===== src/rtl/uart_tx_if.sv =====
// Transmit-side bus for uart_tx: push handshake, serial line and FIFO status.
interface uart_tx_if #(
  parameter int unsigned DATA_W = 8,
  parameter int unsigned CNT_W  = 3
);
  logic [DATA_W-1:0] data_i;
  logic              data_valid_strb_i;
  logic              ready_o;
  logic              tx_o;
  logic              busy_o;
  logic [CNT_W-1:0]  fifo_count_o;
  logic              overflow_strb_o;

  modport master (
    output data_i, data_valid_strb_i,
    input  ready_o, tx_o, busy_o, fifo_count_o, overflow_strb_o
  );

  modport slave (
    input  data_i, data_valid_strb_i,
    output ready_o, tx_o, busy_o, fifo_count_o, overflow_strb_o
  );
endinterface


===== src/rtl/uart_tx.sv =====
// UART transmitter: small push FIFO feeding an 8N1-style frame serializer.
module uart_tx #(
  parameter int unsigned UART_DATA_LENGTH           = 8,
  parameter int unsigned TX_COUNTER_BITWIDTH        = 3,
  parameter int unsigned BAUD_COUNTS_PER_BIT        = 521,
  parameter int unsigned BAUD_RATE_COUNTER_BITWIDTH = 10,
  parameter int unsigned FIFO_DEPTH                 = 4,
  parameter int unsigned FIFO_ADDR_WIDTH            = 2
) (
  input  logic       clk_i,
  input  logic       reset_i,
  uart_tx_if.slave   bus
);

  localparam int unsigned DW = UART_DATA_LENGTH;
  localparam int unsigned TW = TX_COUNTER_BITWIDTH;
  localparam int unsigned BW = BAUD_RATE_COUNTER_BITWIDTH;
  localparam int unsigned AW = FIFO_ADDR_WIDTH;
  localparam int unsigned CW = FIFO_ADDR_WIDTH + 1;

  localparam logic [1:0] S_IDLE  = 2'd0;
  localparam logic [1:0] S_START = 2'd1;
  localparam logic [1:0] S_DATA  = 2'd2;
  localparam logic [1:0] S_STOP  = 2'd3;

  logic [1:0]    state_q, state_n;
  logic [BW-1:0] baud_q, baud_n;
  logic [TW-1:0] bit_q, bit_n;
  logic [DW-1:0] shift_q, shift_n;
  logic          tx_q, tx_n;
  logic          busy_q, busy_n;
  logic          ready_q, ready_n;
  logic          ovf_q, ovf_n;
  logic [CW-1:0] count_q, count_n;
  logic [AW-1:0] wr_ptr_q, wr_ptr_n;
  logic [AW-1:0] rd_ptr_q, rd_ptr_n;
  logic [DW-1:0] mem [FIFO_DEPTH];

  logic bit_end_c;
  logic push_c;
  logic pop_c;

  assign bit_end_c = (baud_q == BW'(BAUD_COUNTS_PER_BIT - 1));
  assign push_c    = bus.data_valid_strb_i & ready_q;

  assign bus.tx_o            = tx_q;
  assign bus.busy_o          = busy_q;
  assign bus.ready_o         = ready_q;
  assign bus.fifo_count_o    = count_q;
  assign bus.overflow_strb_o = ovf_q;

  // Next-state: frame sequencing, FIFO bookkeeping and registered outputs.
  always_comb begin
    state_n  = state_q;
    baud_n   = baud_q;
    bit_n    = bit_q;
    shift_n  = shift_q;
    tx_n     = tx_q;
    pop_c    = 1'b0;

    case (state_q)
      S_IDLE: begin
        tx_n = 1'b1;
        if (count_q != '0) begin
          pop_c   = 1'b1;
          state_n = S_START;
          shift_n = mem[rd_ptr_q];
          tx_n    = 1'b0;
          baud_n  = '0;
        end
      end
      S_START: begin
        if (bit_end_c) begin
          state_n = S_DATA;
          baud_n  = '0;
          bit_n   = '0;
          tx_n    = shift_q[0];
        end else begin
          baud_n = baud_q + BW'(1);
        end
      end
      S_DATA: begin
        if (bit_end_c) begin
          baud_n = '0;
          if (bit_q == TW'(UART_DATA_LENGTH - 1)) begin
            state_n = S_STOP;
            tx_n    = 1'b1;
          end else begin
            bit_n   = bit_q + TW'(1);
            shift_n = shift_q >> 1;
            tx_n    = shift_q[1];
          end
        end else begin
          baud_n = baud_q + BW'(1);
        end
      end
      S_STOP: begin
        if (bit_end_c) begin
          baud_n = '0;
          // Chain straight into the next frame when data is waiting.
          if (count_q != '0) begin
            pop_c   = 1'b1;
            state_n = S_START;
            shift_n = mem[rd_ptr_q];
            tx_n    = 1'b0;
          end else begin
            state_n = S_IDLE;
            tx_n    = 1'b1;
          end
        end else begin
          baud_n = baud_q + BW'(1);
        end
      end
      default: begin
        state_n = S_IDLE;
        tx_n    = 1'b1;
      end
    endcase

    count_n  = count_q + CW'(push_c) - CW'(pop_c);
    wr_ptr_n = push_c ? wr_ptr_q + AW'(1) : wr_ptr_q;
    rd_ptr_n = pop_c  ? rd_ptr_q + AW'(1) : rd_ptr_q;
    ready_n  = (count_n != CW'(FIFO_DEPTH));
    busy_n   = (state_n != S_IDLE);
    ovf_n    = bus.data_valid_strb_i & ~ready_q;
  end

  // State and output registers.
  always_ff @(posedge clk_i or negedge reset_i) begin
    if (!reset_i) begin
      state_q  <= S_IDLE;
      baud_q   <= '0;
      bit_q    <= '0;
      shift_q  <= '0;
      tx_q     <= 1'b1;
      busy_q   <= 1'b0;
      ready_q  <= 1'b1;
      ovf_q    <= 1'b0;
      count_q  <= '0;
      wr_ptr_q <= '0;
      rd_ptr_q <= '0;
    end else begin
      state_q  <= state_n;
      baud_q   <= baud_n;
      bit_q    <= bit_n;
      shift_q  <= shift_n;
      tx_q     <= tx_n;
      busy_q   <= busy_n;
      ready_q  <= ready_n;
      ovf_q    <= ovf_n;
      count_q  <= count_n;
      wr_ptr_q <= wr_ptr_n;
      rd_ptr_q <= rd_ptr_n;
    end
  end

  // FIFO storage; flushed on reset so no stale byte can resurface.
  always_ff @(posedge clk_i or negedge reset_i) begin
    if (!reset_i) begin
      for (int i = 0; i < int'(FIFO_DEPTH); i++) mem[i] <= '0;
    end else if (push_c) begin
      mem[wr_ptr_q] <= bus.data_i;
    end
  end

endmodule


===== src/flat_wrapper.sv =====
// flat-port wrapper written by rule: the top's interface ports become plain ports
module uart_tx_flat 
#(
  parameter int unsigned UART_DATA_LENGTH           = 8,
  parameter int unsigned TX_COUNTER_BITWIDTH        = 3,
  parameter int unsigned BAUD_COUNTS_PER_BIT        = 521,
  parameter int unsigned BAUD_RATE_COUNTER_BITWIDTH = 10,
  parameter int unsigned FIFO_DEPTH                 = 4,
  parameter int unsigned FIFO_ADDR_WIDTH            = 2
)
  (clk_i, reset_i, bus_data_i, bus_data_valid_strb_i, bus_ready_o, bus_tx_o, bus_busy_o, bus_fifo_count_o, bus_overflow_strb_o);
  uart_tx_if #(.DATA_W((8)), .CNT_W(3)) bus_i ();
  input  logic clk_i;
  input  logic reset_i;
  input wire logic [$bits(bus_i.data_i)-1:0] bus_data_i;
  input wire logic [$bits(bus_i.data_valid_strb_i)-1:0] bus_data_valid_strb_i;
  output wire logic [$bits(bus_i.ready_o)-1:0] bus_ready_o;
  output wire logic [$bits(bus_i.tx_o)-1:0] bus_tx_o;
  output wire logic [$bits(bus_i.busy_o)-1:0] bus_busy_o;
  output wire logic [$bits(bus_i.fifo_count_o)-1:0] bus_fifo_count_o;
  output wire logic [$bits(bus_i.overflow_strb_o)-1:0] bus_overflow_strb_o;
  assign bus_i.data_i = bus_data_i;
  assign bus_i.data_valid_strb_i = bus_data_valid_strb_i;
  assign bus_ready_o = bus_i.ready_o;
  assign bus_tx_o = bus_i.tx_o;
  assign bus_busy_o = bus_i.busy_o;
  assign bus_fifo_count_o = bus_i.fifo_count_o;
  assign bus_overflow_strb_o = bus_i.overflow_strb_o;
  uart_tx #(.UART_DATA_LENGTH(UART_DATA_LENGTH), .TX_COUNTER_BITWIDTH(TX_COUNTER_BITWIDTH), .BAUD_COUNTS_PER_BIT(BAUD_COUNTS_PER_BIT), .BAUD_RATE_COUNTER_BITWIDTH(BAUD_RATE_COUNTER_BITWIDTH), .FIFO_DEPTH(FIFO_DEPTH), .FIFO_ADDR_WIDTH(FIFO_ADDR_WIDTH)) u_core (.clk_i(clk_i), .reset_i(reset_i), .bus(bus_i));
endmodule

===== config.mk =====
export PLATFORM = sky130hd
export DESIGN_NAME = uart_tx_flat
export DESIGN_NICKNAME = d
export VERILOG_FILES = /design/src/rtl/uart_tx_if.sv /design/src/rtl/uart_tx.sv /design/src/flat_wrapper.sv
export SDC_FILE = /design/constraint.sdc
export NUM_CORES = 1
export LEC_CHECK = 0
export CORE_MARGIN = 2
export CORE_UTILIZATION = 59
export CTS_CLUSTER_DIAMETER = 80
export DETAILED_ROUTE_END_ITERATION = 6
export PLACE_DENSITY = 0.75
export SLEW_MARGIN = 0
export SYNTH_ARGS = -nofsm -noshare
export SYNTH_HDL_FRONTEND = slang
export SYNTH_SLANG_ARGS = --single-unit

===== constraint.sdc =====
create_clock -name clk_i -period 3.55 [get_ports clk_i]
set_input_delay 0.8875 -clock clk_i [delete_from_list [all_inputs] [get_ports clk_i]]
set_output_delay 0.8875 -clock clk_i [all_outputs]
set_load 0.005 [all_outputs]

# Yosys cells after proc, flatten, opt, wreduce, memory -nomap -nowiden

Cells that the tools add are included.

Register bits after elaboration: 66
Output and inout bits: 7
Bits of input ports: 11
Word-level logic and storage cells: 84

$lt $le $gt $ge: 3
Bitwise gates (word level): 5
Multiplexer cells: 34
Eq/ne operators: 11
$add $sub $neg: 6
Reductions and logical operators: 10

Operators by type and width:

| cell                    | number |
|---|---|
| $mux W8                 | 7 |
| $bwmux W32              | 1 |
| $pmux W8 S3             | 1 |
| $mux W10                | 2 |
| $pmux W10 S2            | 1 |
| $bmux W8 S2             | 1 |
| $demux W8 S2            | 1 |
| $add A10 B1 Y10 const B | 1 |
| $eq A10 B10 Y1 const B  | 1 |
| $mux W2                 | 5 |
| $mux W3                 | 3 |
| $mux W1                 | 8 |
| $ne A2 B1 Y1 const B    | 4 |
| $pmux W2 S4             | 1 |
| $reduce_and A4 Y1       | 2 |
| $ge A3 B3 Y1 const B    | 2 |
| $not A2 Y3              | 2 |
| $pmux W3 S2             | 1 |
| $reduce_bool A3 Y1      | 2 |
| $add A2 B1 Y2 const B   | 2 |
| $eq A2 B2 Y1 const B    | 2 |
| $pmux W1 S4             | 1 |
| $reduce_bool A2 Y1      | 2 |
| $add A3 B1 Y3           | 1 |
| other kinds (14)        | 15 |

# Depth between registers and ports, before layout

Gate-level depths: netlist of run 1.

Word-level depth: 7
Mapped depth: 13
Mapped depth without buffers: 12

# Worst setup path before layout of run 1

Ideal clock, no wire load.

Kind: flip-flop to flip-flop
Start point: register u_core.baud_q[0]
End point: register u_core.ready_q, in the netlist u_core.bus.ready_o
Buffers on the path: 1
Cell stages (with the launch flop): 14
Clock period less this slack: 2.463 ns
Library setup time: 0.083 ns
Path slack: 1.087 ns
Data arrival time: 2.381 ns
Data required time: 3.467 ns
Cells stage by stage: dfrtp_1 -> inv_1 -> ha_1 -> and3b_1 -> buf_6 -> a41oi_1 -> nor3_1 -> ha_1 -> inv_1 -> ha_1 -> fa_1 -> xnor2_1 -> xnor2_1 -> nand2_1

Cells in the longest elaborated chain, start to end: 5

Ends and longest elaborated chain:

| item                        | line           | source |
|---|---|---|
| start, declared             | uart_tx.sv:27  | `logic [BW-1:0] baud_q, baud_n;` |
| start signal, assigned      | uart_tx.sv:144 | `baud_q <= baud_n;` |
| $eq A10 B10 Y1              | uart_tx.sv:43  | `assign bit_end_c = (baud_q == BW'(BAUD_COUNTS_PER_BIT - 1));` |
| $mux W1                     | uart_tx.sv:98  | `if (bit_end_c) begin` |
| $pmux W1 S2                 | uart_tx.sv:61  | `case (state_q)` |
| named net u_core.pop_c      | uart_tx.sv:41  | `logic pop_c;` |
| $sub A3 B1 Y3               | uart_tx.sv:120 | `count_n = count_q + CW'(push_c) - CW'(pop_c);` |
| named net u_core.count_n[2] | uart_tx.sv:34  | `logic [CW-1:0] count_q, count_n;` |
| $ne A3 B3 Y1                | uart_tx.sv:123 | `ready_n = (count_n != CW'(FIFO_DEPTH));` |
| named net u_core.ready_n    | uart_tx.sv:32  | `logic ready_q, ready_n;` |
| end signal, assigned        | uart_tx.sv:149 | `ready_q <= ready_n;` |
| end, declared               | uart_tx.sv:32  |  |

The timed path passes the listed nets, and every way through them passes these cells.
A chain may end at the register's enable or synchronous reset.

# Worst setup path after layout of run 1

Start point: register u_core.baud_q[6]
End point: register u_core.ready_q, in the netlist u_core.bus.ready_o

The elaborated chain is that of the path after synthesis.

==> summary.md, run 1 <==
| Metric | Value |
|---|---|
| Vias in the first global route | 2,116 |
| Post-synth top cells | dfrtp_1, mux2_2, nand2_1 |
| Critical register-to-register path startpoint | u_core.baud_q[6]$_DFFE_PN0P_ |
| # diodes | 0 |
| Area growth, synth to finish | 12.4% |
| Setup ws final | 0.830 ns |
| Hold path startpoint | u_core.mem[8]$_DFFE_PN0P_ |
| Non-Filler Instances | 358 |
| Nets | 308 |
| TritonCTS clock tree | yes |
| Slew Limit Headroom | 0.268 |
| Hold path depth | 1 |
| Post-layout instance area | 3760 µm² |
| Worst-case clock buffer depth | 2 |
| Placed cell area | 3550 µm² |
| RSZ-0062 raised after global routing | false |
| CTS H-Tree Depth | 3 |
| Core Footprint | 5510 µm² |
| Post-Synthesis Cells | 263 |
| Fillers | 398 |
| Pins Over Slew Limit | 0 |
| Synthesized flop and latch total | 66 |
| Slowest cell on the critical path | nor4b_2 |
| Worst r2r path cells | 10 |
| First-pass GRT wire length | 10,100 µm |
| Crit path DAT | 3.00 ns |
| All-Layer GR Usage | 0.219 |
| Hold Fails Final Rpt | 0 |
| Die area | 6290 µm² |
| Num CTS Buffers | 9 |
| Die height | 79.3 µm |
| CTS sink count | 66 |
| CP Capture Type | flip-flop |
| Most used standard cell by instance count after synthesis | dfrtp_1 |
| Setup TNS | 0 ns |
| Initial drt markers | 93 |
| Clock Latency Late Sink | 0.35 ns |
| Detail Route Antenna Nets | 0 |
| Sequence of cells on the critical path | nor4b_2, a41oi_1, nor3_1, ha_1, inv_1, ha_1, fa_1, xnor2_1, xnor2_1, nand2_1 |
| Post-Place Cells | 342 |
| Synth Flop Type | dfrtp_1 |
| Initial Util | 0.608 |
| Synth Area per Inst | 12.7 µm² |
| Crit Path Max Fanout | 7 |
| Seq/Total Area, Yosys | 0.494 |
| Hold endpoint | u_core.mem[8]$_DFFE_PN0P_ |
| Via-per-instance ratio | 5.79 |
| Post-synth ARST share | 1.00 |
| WL final | 5990 µm |
| Dpl ws | 0.828 ns |
| Syn nets | 290 |
| Status | finished clean |
| CP Launch Type | flip-flop |
| Max Clock Freq | 368 MHz |
| Clock skew | 0.00629 ns |
| Netlist Area Pre-Place | 3350 µm² |
| Area fraction of the dominant cell type after synthesis | 0.478 |
| Total gr overflow | 0 |
| CP max stage delay | 0.48 ns |
| Antenna violations before repair | 0 |
| Syn. warnings | 0 |
| Req. time, crit path | 3.83 ns |
| Post-synth EDFFs | 0 |
| Postcts setup bufs | 0 |
| Residual DRC | 0 |
| Critical path class | reg2reg |
| Final Power | 0.00323 W |
| CTS Root Cell | clkbuf_8 |
| Vias after detailed routing | 2,074 |
| Netlist cell types | 41 |
| Reg2reg setup slack | 0.83 ns |
| Leakage | 1.66 nW |
| DR WL/cell | 16.7 µm |
| GP Congestion | 0.858 |
| Yosys top cell by area | dfrtp_1 |
| Rows | 27 |
| Power density over the cells | 857 nW/µm² |
| Die W | 79.3 µm |
| Peak supply drop | 0.000588 V |
| Largest net degree at the start of global routing | 32 |
| Layout cells sized above 1 | 0.283 |
| Period utilisation layout | 0.766 |
| Post_cts resized | 0 |
| FF-to-FF End | u_core.bus.ready_o$_DFF_PN1_ |
| Top post-synthesis cells by area | dfrtp_1, mux2_2, ha_1 |
| Final min period | 2.72 ns |
| Ports | 18 |
| Port Buffers | 17 |
| CTS hold repair buffers | 0 |
| Min-Delay Path Class | reg2reg |
| Max_cap viols | 0 |
| Slew @ Worst Pin | 1.09 ns |
| Final HPWL from detailed placement | 4100 µm |
| Pre-antenna DRT Iters | 4 |
| Clk slew on worst S/H paths | 0.07 ns |
| Final setup violation count | 0 |
## flip-flops by register name, summed over array words and instances, names as in the netlist
signal and count:
u_core.baud_q 10, u_core.bit_q 3, u_core.bus.busy_o 1, u_core.bus.fifo_count_o 3, u_core.bus.overflow_strb_o 1, u_core.bus.ready_o 1, u_core.bus.tx_o 1, u_core.mem 32
u_core.rd_ptr_q 2, u_core.shift_q 8, u_core.state_q 2, u_core.wr_ptr_q 2
## stage by stage
stage	hold slack [ns]	util
detailed placement	0.489	0.644
CTS	0.508	0.683
floorplan	0.474	-
global placement	0.482	0.644
finish	0.502	0.683
global route	0.527	0.683
## layout make-up
type | instances | area (µm²) | area share
Clock buffer | 11 | 151 | 0.0402
Clock inverter | 5 | 62.6 | 0.0166
Inverter | 11 | 41.3 | 0.0110
Multi-Input combinational cell | 174 | 1580 | 0.421
Sequential cell | 66 | 1650 | 0.440
Tap cell | 72 | 90.1 | 0.0239
Timing Repair Buffer | 19 | 180 | 0.0479
## cell usage in the layout, fill, tap and decap left out, types with 4 or more instances in the layout
cell              n
inv_1            11
nand2_1          19
xnor2_1           4
a31oi_1           8
clkdlybuf4s50_1  16
mux2_2           41
dfrtp_1          64
a21oi_1           6
mux2_4            8
o21ai_0           8
nor2_1            8
nor2b_1           4
nor3_1            4
clkbuf_8         11
mux4_2            8
a22o_1            7
ha_1             15
## report_power, final
part           internal [W]  total, W  switching [W]
logic              0.000767   0.00125       0.000485
clock network      0.000365  0.000663       0.000298
registers           0.00108   0.00131       0.000230
total               0.00221   0.00323        0.00101
## worst max path at each step
stage / start / depth (start not counted) / slack, ns / to
floorplan: u_core.baud_q[0]$_DFFE_PN0P_ / 13 / 1.09 / u_core.bus.ready_o$_DFF_PN1_
global placement: bus_data_valid_strb_i / 7 / 0.93 / u_core.bus.ready_o$_DFF_PN1_
detailed placement: bus_data_valid_strb_i / 7 / 0.83 / u_core.bus.ready_o$_DFF_PN1_
CTS: u_core.baud_q[6]$_DFFE_PN0P_ / 10 / 0.83 / u_core.bus.ready_o$_DFF_PN1_
global route: u_core.baud_q[6]$_DFFE_PN0P_ / 10 / 0.53 / u_core.bus.ready_o$_DFF_PN1_
finish: u_core.baud_q[6]$_DFFE_PN0P_ / 10 / 0.83 / u_core.bus.ready_o$_DFF_PN1_
## worst max-delay path, delay by kind of cell, from the launching register on
kind                       cells  cell delay, ns
AOI/OAI and AO/OA              1            0.20
DFF                            1            0.45
adders and majority gates      3            0.77
xor gates and xnor gates       2            0.36
and+or+nand+nor                3            0.82
buffers and inverters          1            0.04
## cell families (layout without fill, tap and decap cells)
| group | Yosys count | after routing | synth area share |
|---|---|---|---|
| muxes | 57 | 57 | 0.228 |
| buffers and inverters | 23 | 46 | 0.0333 |
| and+or+nand+nor | 55 | 55 | 0.0856 |
| adders and majority gates | 16 | 16 | 0.0620 |
| DFF | 66 | 66 | 0.494 |
| AOI/OAI and AO/OA | 39 | 39 | 0.0792 |
| xor gates and xnor gates | 7 | 7 | 0.0183 |
## per-layer routing
metal | wire [µm] | share of wire | vias up | track usage
li1 | - | - | 988 | -
met1 | 2750 | 0.46 | 1048 | 0.279
met2 | 2920 | 0.49 | 32 | 0.350
met3 | 248 | 0.041 | 6 | 0.0807
met5 | 0 | 0 | - | 0
met4 | 66 | 0.011 | 0 | 0.0672
(Power assumes the default switching activity.)
==> inputs of run 2 (changes only) <==
--- a/config.mk
+++ b/config.mk
@@ -6,10 +6,10 @@
 export NUM_CORES = 1
 export LEC_CHECK = 0
 export CORE_MARGIN = 2
-export CORE_UTILIZATION = 59
+export CORE_UTILIZATION = 54
 export CTS_CLUSTER_DIAMETER = 80
 export DETAILED_ROUTE_END_ITERATION = 6
-export PLACE_DENSITY = 0.75
+export PLACE_DENSITY = 0.72
 export SLEW_MARGIN = 0
 export SYNTH_ARGS = -nofsm -noshare
 export SYNTH_HDL_FRONTEND = slang
==> constraint.sdc (replaced) <==
create_clock -name clk_i -period 2.27 [get_ports clk_i]
set_input_delay 0.5675 -clock clk_i [delete_from_list [all_inputs] [get_ports clk_i]]
set_output_delay 0.5675 -clock clk_i [all_outputs]
set_load 0.005 [all_outputs]
==> summary.md, run 2 (synthesis gave the netlist of run 1 again) <==
| Metric | Value |
|---|---|
| Status | finished, violations left |
| Failing checks | negative setup slack |
| Via-per-instance ratio | 5.62 |
| Total gr overflow | 0 |
| Setup TNS | -0.102 ns |
| DR WL/cell | 15.8 µm |
| CP Launch Type | flip-flop |
| Rows | 28 |
| Layout cells sized above 1 | 0.388 |
| RSZ-0062 raised after global routing | true |
| Sw Pwr | 0.00167 W |
| Final min period | 2.35 ns |
| Ports | 18 |
| Core Footprint | 5960 µm² |
| Placed cell area | 3900 µm² |
| CTS sink count | 66 |
| Req. time, crit path | 2.55 ns |
| Initial Util | 0.562 |
| Critical path class | reg2reg |
| Slew @ Worst Pin | 0.503 ns |
| Hold Fails Final Rpt | 0 |
| Largest net degree at the start of global routing | 67 |
| Die W | 82.7 µm |
| DR WL met2 | 3110 µm |
| Final setup violation count | 2 |
| Non-Filler Instances | 395 |
| CTS H-Tree Depth | 3 |
| Min-Delay Path Class | in2async |
| CTS Root Cell | clkbuf_8 |
| Post-Place Cells | 376 |
| Sw Share | 0.303 |
| Leakage | 1.87 nW |
| WL met1 | 2860 µm |
| Vias in the first global route | 2,216 |
| Nets | 342 |
| Most common cell after layout, fill and taps aside | dfrtp_1 |
| Met3 Wirelength | 124 µm |
| Detail Route Antenna Nets | 0 |
| Max Clock Freq | 426 MHz |
| Area growth, synth to finish | 24.2% |
| Most frequent cells in the layout | dfrtp_1, mux2_2, buf_4 |
| Crit path DAT | 2.62 ns |
| Max_cap viols | 0 |
| Vias after detailed routing | 2,221 |
| Part of the power in combinational logic | 0.433 |
| Peak supply drop | 0.000778 V |
| Final Power | 0.00549 W |
| Antenna violations before repair | 0 |
| Clock skew | 0.00675 ns |
| Regs by FF count | u_core.mem: 32 flops, u_core.baud_q: 10 flops, u_core.shift_q: 8 flops |
| Max reg flops | 32 |
| All-Layer GR Usage | 0.209 |
| Clock Latency Late Sink | 0.35 ns |
| Seq pwr share | 0.362 |
| Die height | 82.7 µm |
| TritonCTS clock tree | yes |
| Power density over the cells | 1320 nW/µm² |
| Clk slew on worst S/H paths | 0.08 ns |
| Slew Limit Headroom | 0.665 |
| Residual DRC | 0 |
| Pre-antenna DRT Iters | 4 |
| Top Metal Used | met4 |
| Port Buffers | 17 |
| Setup ws final | -0.0763 ns |
| Fillers | 440 |
| WL final | 6250 µm |
| GP Congestion | 0.805 |
| Num CTS Buffers | 9 |
| Final HPWL from detailed placement | 4210 µm |
| First-pass GRT wire length | 10,300 µm |
| Post-layout instance area | 4160 µm² |
| Initial drt markers | 93 |
| Clock Power Share | 0.206 |
| Worst-case clock buffer depth | 2 |
| Pins Over Slew Limit | 0 |
| Period utilisation layout | 1.03 |
| CP Capture Type | flip-flop |
| P_int | 0.00383 W |
| Crit Path Max Fanout | 2 |
| # diodes | 0 |
| Die area | 6850 µm² |
| Top reg by flops | u_core.mem |
-- run 2: worst max-delay path, stage by stage (launching register included) --
cell and delay [ns]:
dfrtp_1 0.36, inv_2 0.05, ha_2 0.16, and3b_2 0.23
a41oi_4 0.17, nor3_2 0.07, ha_1 0.28, inv_1 0.04
ha_2 0.16, fa_2 0.35, xnor2_2 0.14, xnor2_1 0.19
nand2_1 0.07
-- run 2: final cells by class --
class                      count  area (µm²)  share of cell area
tap                           75        93.8              0.0226
clock buffer                  10         138              0.0331
multi-input combinational    174        1630               0.392
inverter                      11        41.3             0.00993
sequential                    66        1650               0.398
timing repair buffer          53         510               0.123
clock inverter                 6        90.1              0.0217
-- run 2: what timing repair did --
item | 4_1_cts | 5_1_grt
cloned | 0 | 0
pin swaps | 0 | 0
setup endpoints to repair | 2 | 2
setup buffers | 1 | 2
gates resized for setup | 0 | 3
hold buffers | 0 | 0
-- run 2: power groups by stage --
stage | Clock (W) | Combinational, W | Sequential (W)
final | 0.00113 | 0.00238 | 0.00199
after global placement | 0 | 0.00228 | 0.00198
after detailed placement | 0 | 0.00234 | 0.00200
after global routing | 0.00121 | 0.00261 | 0.00204
after floorplan | 0 | 0.00169 | 0.00191
after CTS | 0.00115 | 0.00237 | 0.00198
-- run 2: final timing paths --
kind | slack, ns | endpoint | startpoint | cells past startpoint
hold / removal | 0.21 | u_core.baud_q[8]$_DFFE_PN0P_ | reset_i | 2
hold reg to reg | 0.50 | u_core.mem[10]$_DFFE_PN0P_ | u_core.mem[10]$_DFFE_PN0P_ | 1
setup reg to reg | -0.08 | u_core.bus.ready_o$_DFF_PN1_ | u_core.baud_q[1]$_DFFE_PN0P_ | 12
setup / recovery | -0.08 | u_core.bus.ready_o$_DFF_PN1_ | u_core.baud_q[1]$_DFFE_PN0P_ | 12
min in group clk_i | 0.50 | u_core.mem[10]$_DFFE_PN0P_ | u_core.mem[10]$_DFFE_PN0P_ | 1
max in group asynchronous | 1.71 | u_core.bus.tx_o$_DFFE_PN1P_ | reset_i | 2
-- run 2: layer usage --
| metal | global-route usage | up-vias |
|---|---|---|
| met1 | 0.266 | 1123 |
| li1 | - | 1057 |
| met4 | 0.108 | 0 |
| met5 | 0 | - |
| met2 | 0.336 | 27 |
| met3 | 0.0435 | 14 |
-- run 2: through the flow --
step / util / hold WS [ns] / worst slack (ns)
finish: 0.698 / 0.212 / -0.0763
global route: 0.698 / 0.235 / -0.199
detailed placement: 0.654 / 0.489 / -0.0928
floorplan: - / 0.272 / -0.0589
CTS: 0.694 / 0.228 / -0.0917
global placement: 0.654 / 0.481 / 0.00558
==> inputs of run 3 (changes only) <==
--- a/config.mk
+++ b/config.mk
@@ -6,10 +6,11 @@
 export NUM_CORES = 1
 export LEC_CHECK = 0
 export CORE_MARGIN = 2
-export CORE_UTILIZATION = 54
+export CORE_UTILIZATION = 56
+export CTS_BUF_LIST = sky130_fd_sc_hd__clkbuf_4 sky130_fd_sc_hd__clkbuf_8
 export CTS_CLUSTER_DIAMETER = 80
 export DETAILED_ROUTE_END_ITERATION = 6
-export PLACE_DENSITY = 0.72
+export PLACE_DENSITY_LB_ADDON = 0.3
 export SLEW_MARGIN = 0
 export SYNTH_ARGS = -nofsm -noshare
 export SYNTH_HDL_FRONTEND = slang
==> constraint.sdc (replaced) <==
create_clock -name clk_i -period 2.1 [get_ports clk_i]
set_input_delay 0.525 -clock clk_i [delete_from_list [all_inputs] [get_ports clk_i]]
set_output_delay 0.525 -clock clk_i [all_outputs]
set_load 0.005 [all_outputs]
==> summary.md, run 3 (synthesis gave the netlist of run 1 again) <==
| Metric | Value |
|---|---|
| Req. time, crit path | 2.37 ns |
| Largest net degree at the start of global routing | 26 |
| Detail Route Antenna Nets | 0 |
| Nets | 350 |
| CP delay by family, top | adder cells |
| Layout Utilization | 0.712 |
| Die W | 81.3 µm |
| Crit. Startpoint | u_core.baud_q[1]$_DFFE_PN0P_ |
| Final setup violation count | 3 |
| Seq pwr share | 0.370 |
| Part of the power in combinational logic | 0.464 |
| Num CTS Buffers | 9 |
| Clock Latency Late Sink | 0.35 ns |
| Peak supply drop | 0.000929 V |
| CTS hold repair buffers | 0 |
| Layout cells sized above 1 | 0.402 |
| Dpl ws | -0.313 ns |
| Sw Pwr | 0.00185 W |
| Period utilisation layout | 1.14 |
| CTS Root Cell | clkbuf_8 |
| Antenna violations before repair | 0 |
| Worst r2r path cells | 12 |
| Min-Delay Path Class | in2async |
| Status | finished, violations left |
| RSZ-0062 raised after global routing | true |
| Setup TNS | -0.606 ns |
| Ports | 18 |
| CP max stage delay | 0.36 ns |
| TritonCTS clock tree | yes |
| Regs by FF count | u_core.mem: 32 flops, u_core.baud_q: 10 flops, u_core.shift_q: 8 flops |
| Area growth, synth to finish | 24.5% |
| Most common cell after layout, fill and taps aside | dfrtp_1 |
| Post-layout instance area | 4170 µm² |
| Failing checks | negative setup slack |
| Final HPWL from detailed placement | 4640 µm |
| Slew Limit Headroom | 0.641 |
| Die area | 6610 µm² |
| Rows | 28 |
| Max Clock Freq | 416 MHz |
| Placed cell area | 3960 µm² |
| CTS sink count | 66 |
| CP Capture Type | flip-flop |
| # diodes | 0 |
| Hold Fails Final Rpt | 0 |
| Max_cap viols | 0 |
| Leakage | 1.88 nW |
| Max reg flops | 32 |
| Die height | 81.3 µm |
| Top reg by flops | u_core.mem |
| Most frequent cells in the layout | dfrtp_1, mux2_2, buf_4 |
| GP Congestion | 0.822 |
| Pre-antenna DRT Iters | 4 |
| Final min period | 2.40 ns |
| CP Launch Type | flip-flop |
| Clock Power Share | 0.167 |
| Slowest cell on the critical path | dfrtp_1 |
| First-pass GRT wire length | 10,800 µm |
| Core Footprint | 5850 µm² |
| WL final | 6330 µm |
| Initial Util | 0.572 |
| Via-per-instance ratio | 5.65 |
| Port Buffers | 17 |
| Clk slew on worst S/H paths | 0.08 ns |
| Initial drt markers | 95 |
| Critical register-to-register path startpoint | u_core.baud_q[1]$_DFFE_PN0P_ |
| All-Layer GR Usage | 0.218 |
| Clock skew | 0.00954 ns |
| Worst-case clock buffer depth | 2 |
| Setup ws final | -0.301 ns |
| CTS H-Tree Depth | 3 |
| WP depth | 12 |
| DR WL/cell | 15.7 µm |
| Total gr overflow | 0 |
| Critical path class | reg2reg |
| P_int | 0.00395 W |
| Crit path DAT | 2.67 ns |
| Sw Share | 0.319 |
| Vias in the first global route | 2,382 |
| Power density over the cells | 1390 nW/µm² |
| Crit Path Max Fanout | 2 |
| Pins Over Slew Limit | 0 |
| Critical path buffers and inverters | 2 |
| Vias after detailed routing | 2,276 |
| Slew @ Worst Pin | 0.538 ns |
| Residual DRC | 0 |
| Sequence of cells on the critical path | inv_2, ha_4, and3b_2, a41oi_2, nor3_2, ha_1, inv_1, ha_2, fa_2, xnor2_2, xnor2_1, nand2_1 |
-- run 3: final cells by class --
class | count | area (µm²)
clock buffers | 9 | 124
clock inverters | 7 | 53.8
fillers | 389 | 1680
inverters | 11 | 41.3
multi-input cells | 174 | 1630
flip-flops and latches | 66 | 1650
well taps | 75 | 93.8
repair buffers | 61 | 571
-- run 3: repair_timing --
action	in CTS	in global routing
gates resized for setup	1	2
setup buffers	1	1
endpoints found under the setup margin	3	6
-- run 3: path summary, 6_finish.rpt --
check	slack (ns)	to
setup / recovery	-0.30	u_core.bus.ready_o$_DFF_PN1_
hold / removal	0.15	u_core.baud_q[3]$_DFFE_PN0P_
setup reg to reg	-0.30	u_core.bus.ready_o$_DFF_PN1_
hold reg to reg	0.50	u_core.mem[2]$_DFFE_PN0P_
max in group asynchronous	1.23	u_core.mem[4]$_DFFE_PN0P_
min in group clk_i	0.50	u_core.mem[2]$_DFFE_PN0P_
-- run 3: per-stage QoR --
stage	total power, W	hold WS [ns]	instances
6_report	0.00580	0.151	403
5_1_grt	0.00622	0.188	403
4_1_cts	0.00582	0.159	402
3_5_place_dp	0.00483	0.491	385
3_3_place_gp	0.00469	0.482	385
2_1_floorplan	0.00389	0.229	263
-- run 3: power groups by stage --
| stage | logic (W) | clock network, W | registers (W) |
|---|---|---|---|
| global placement | 0.00257 | 0 | 0.00213 |
| finish | 0.00269 | 0.000969 | 0.00215 |
| global route | 0.00296 | 0.00104 | 0.00221 |
| floorplan | 0.00183 | 0 | 0.00206 |
| CTS | 0.00269 | 0.000989 | 0.00214 |
| detailed placement | 0.00267 | 0 | 0.00216 |
-- run 3: layer usage --
metal	track usage	vias up	wire length, µm
li1	-	1075	-
met1	0.271	1154	2750
met2	0.370	35	3290
met3	0.0400	12	154
met4	0.0983	0	128
met5	0	-	0
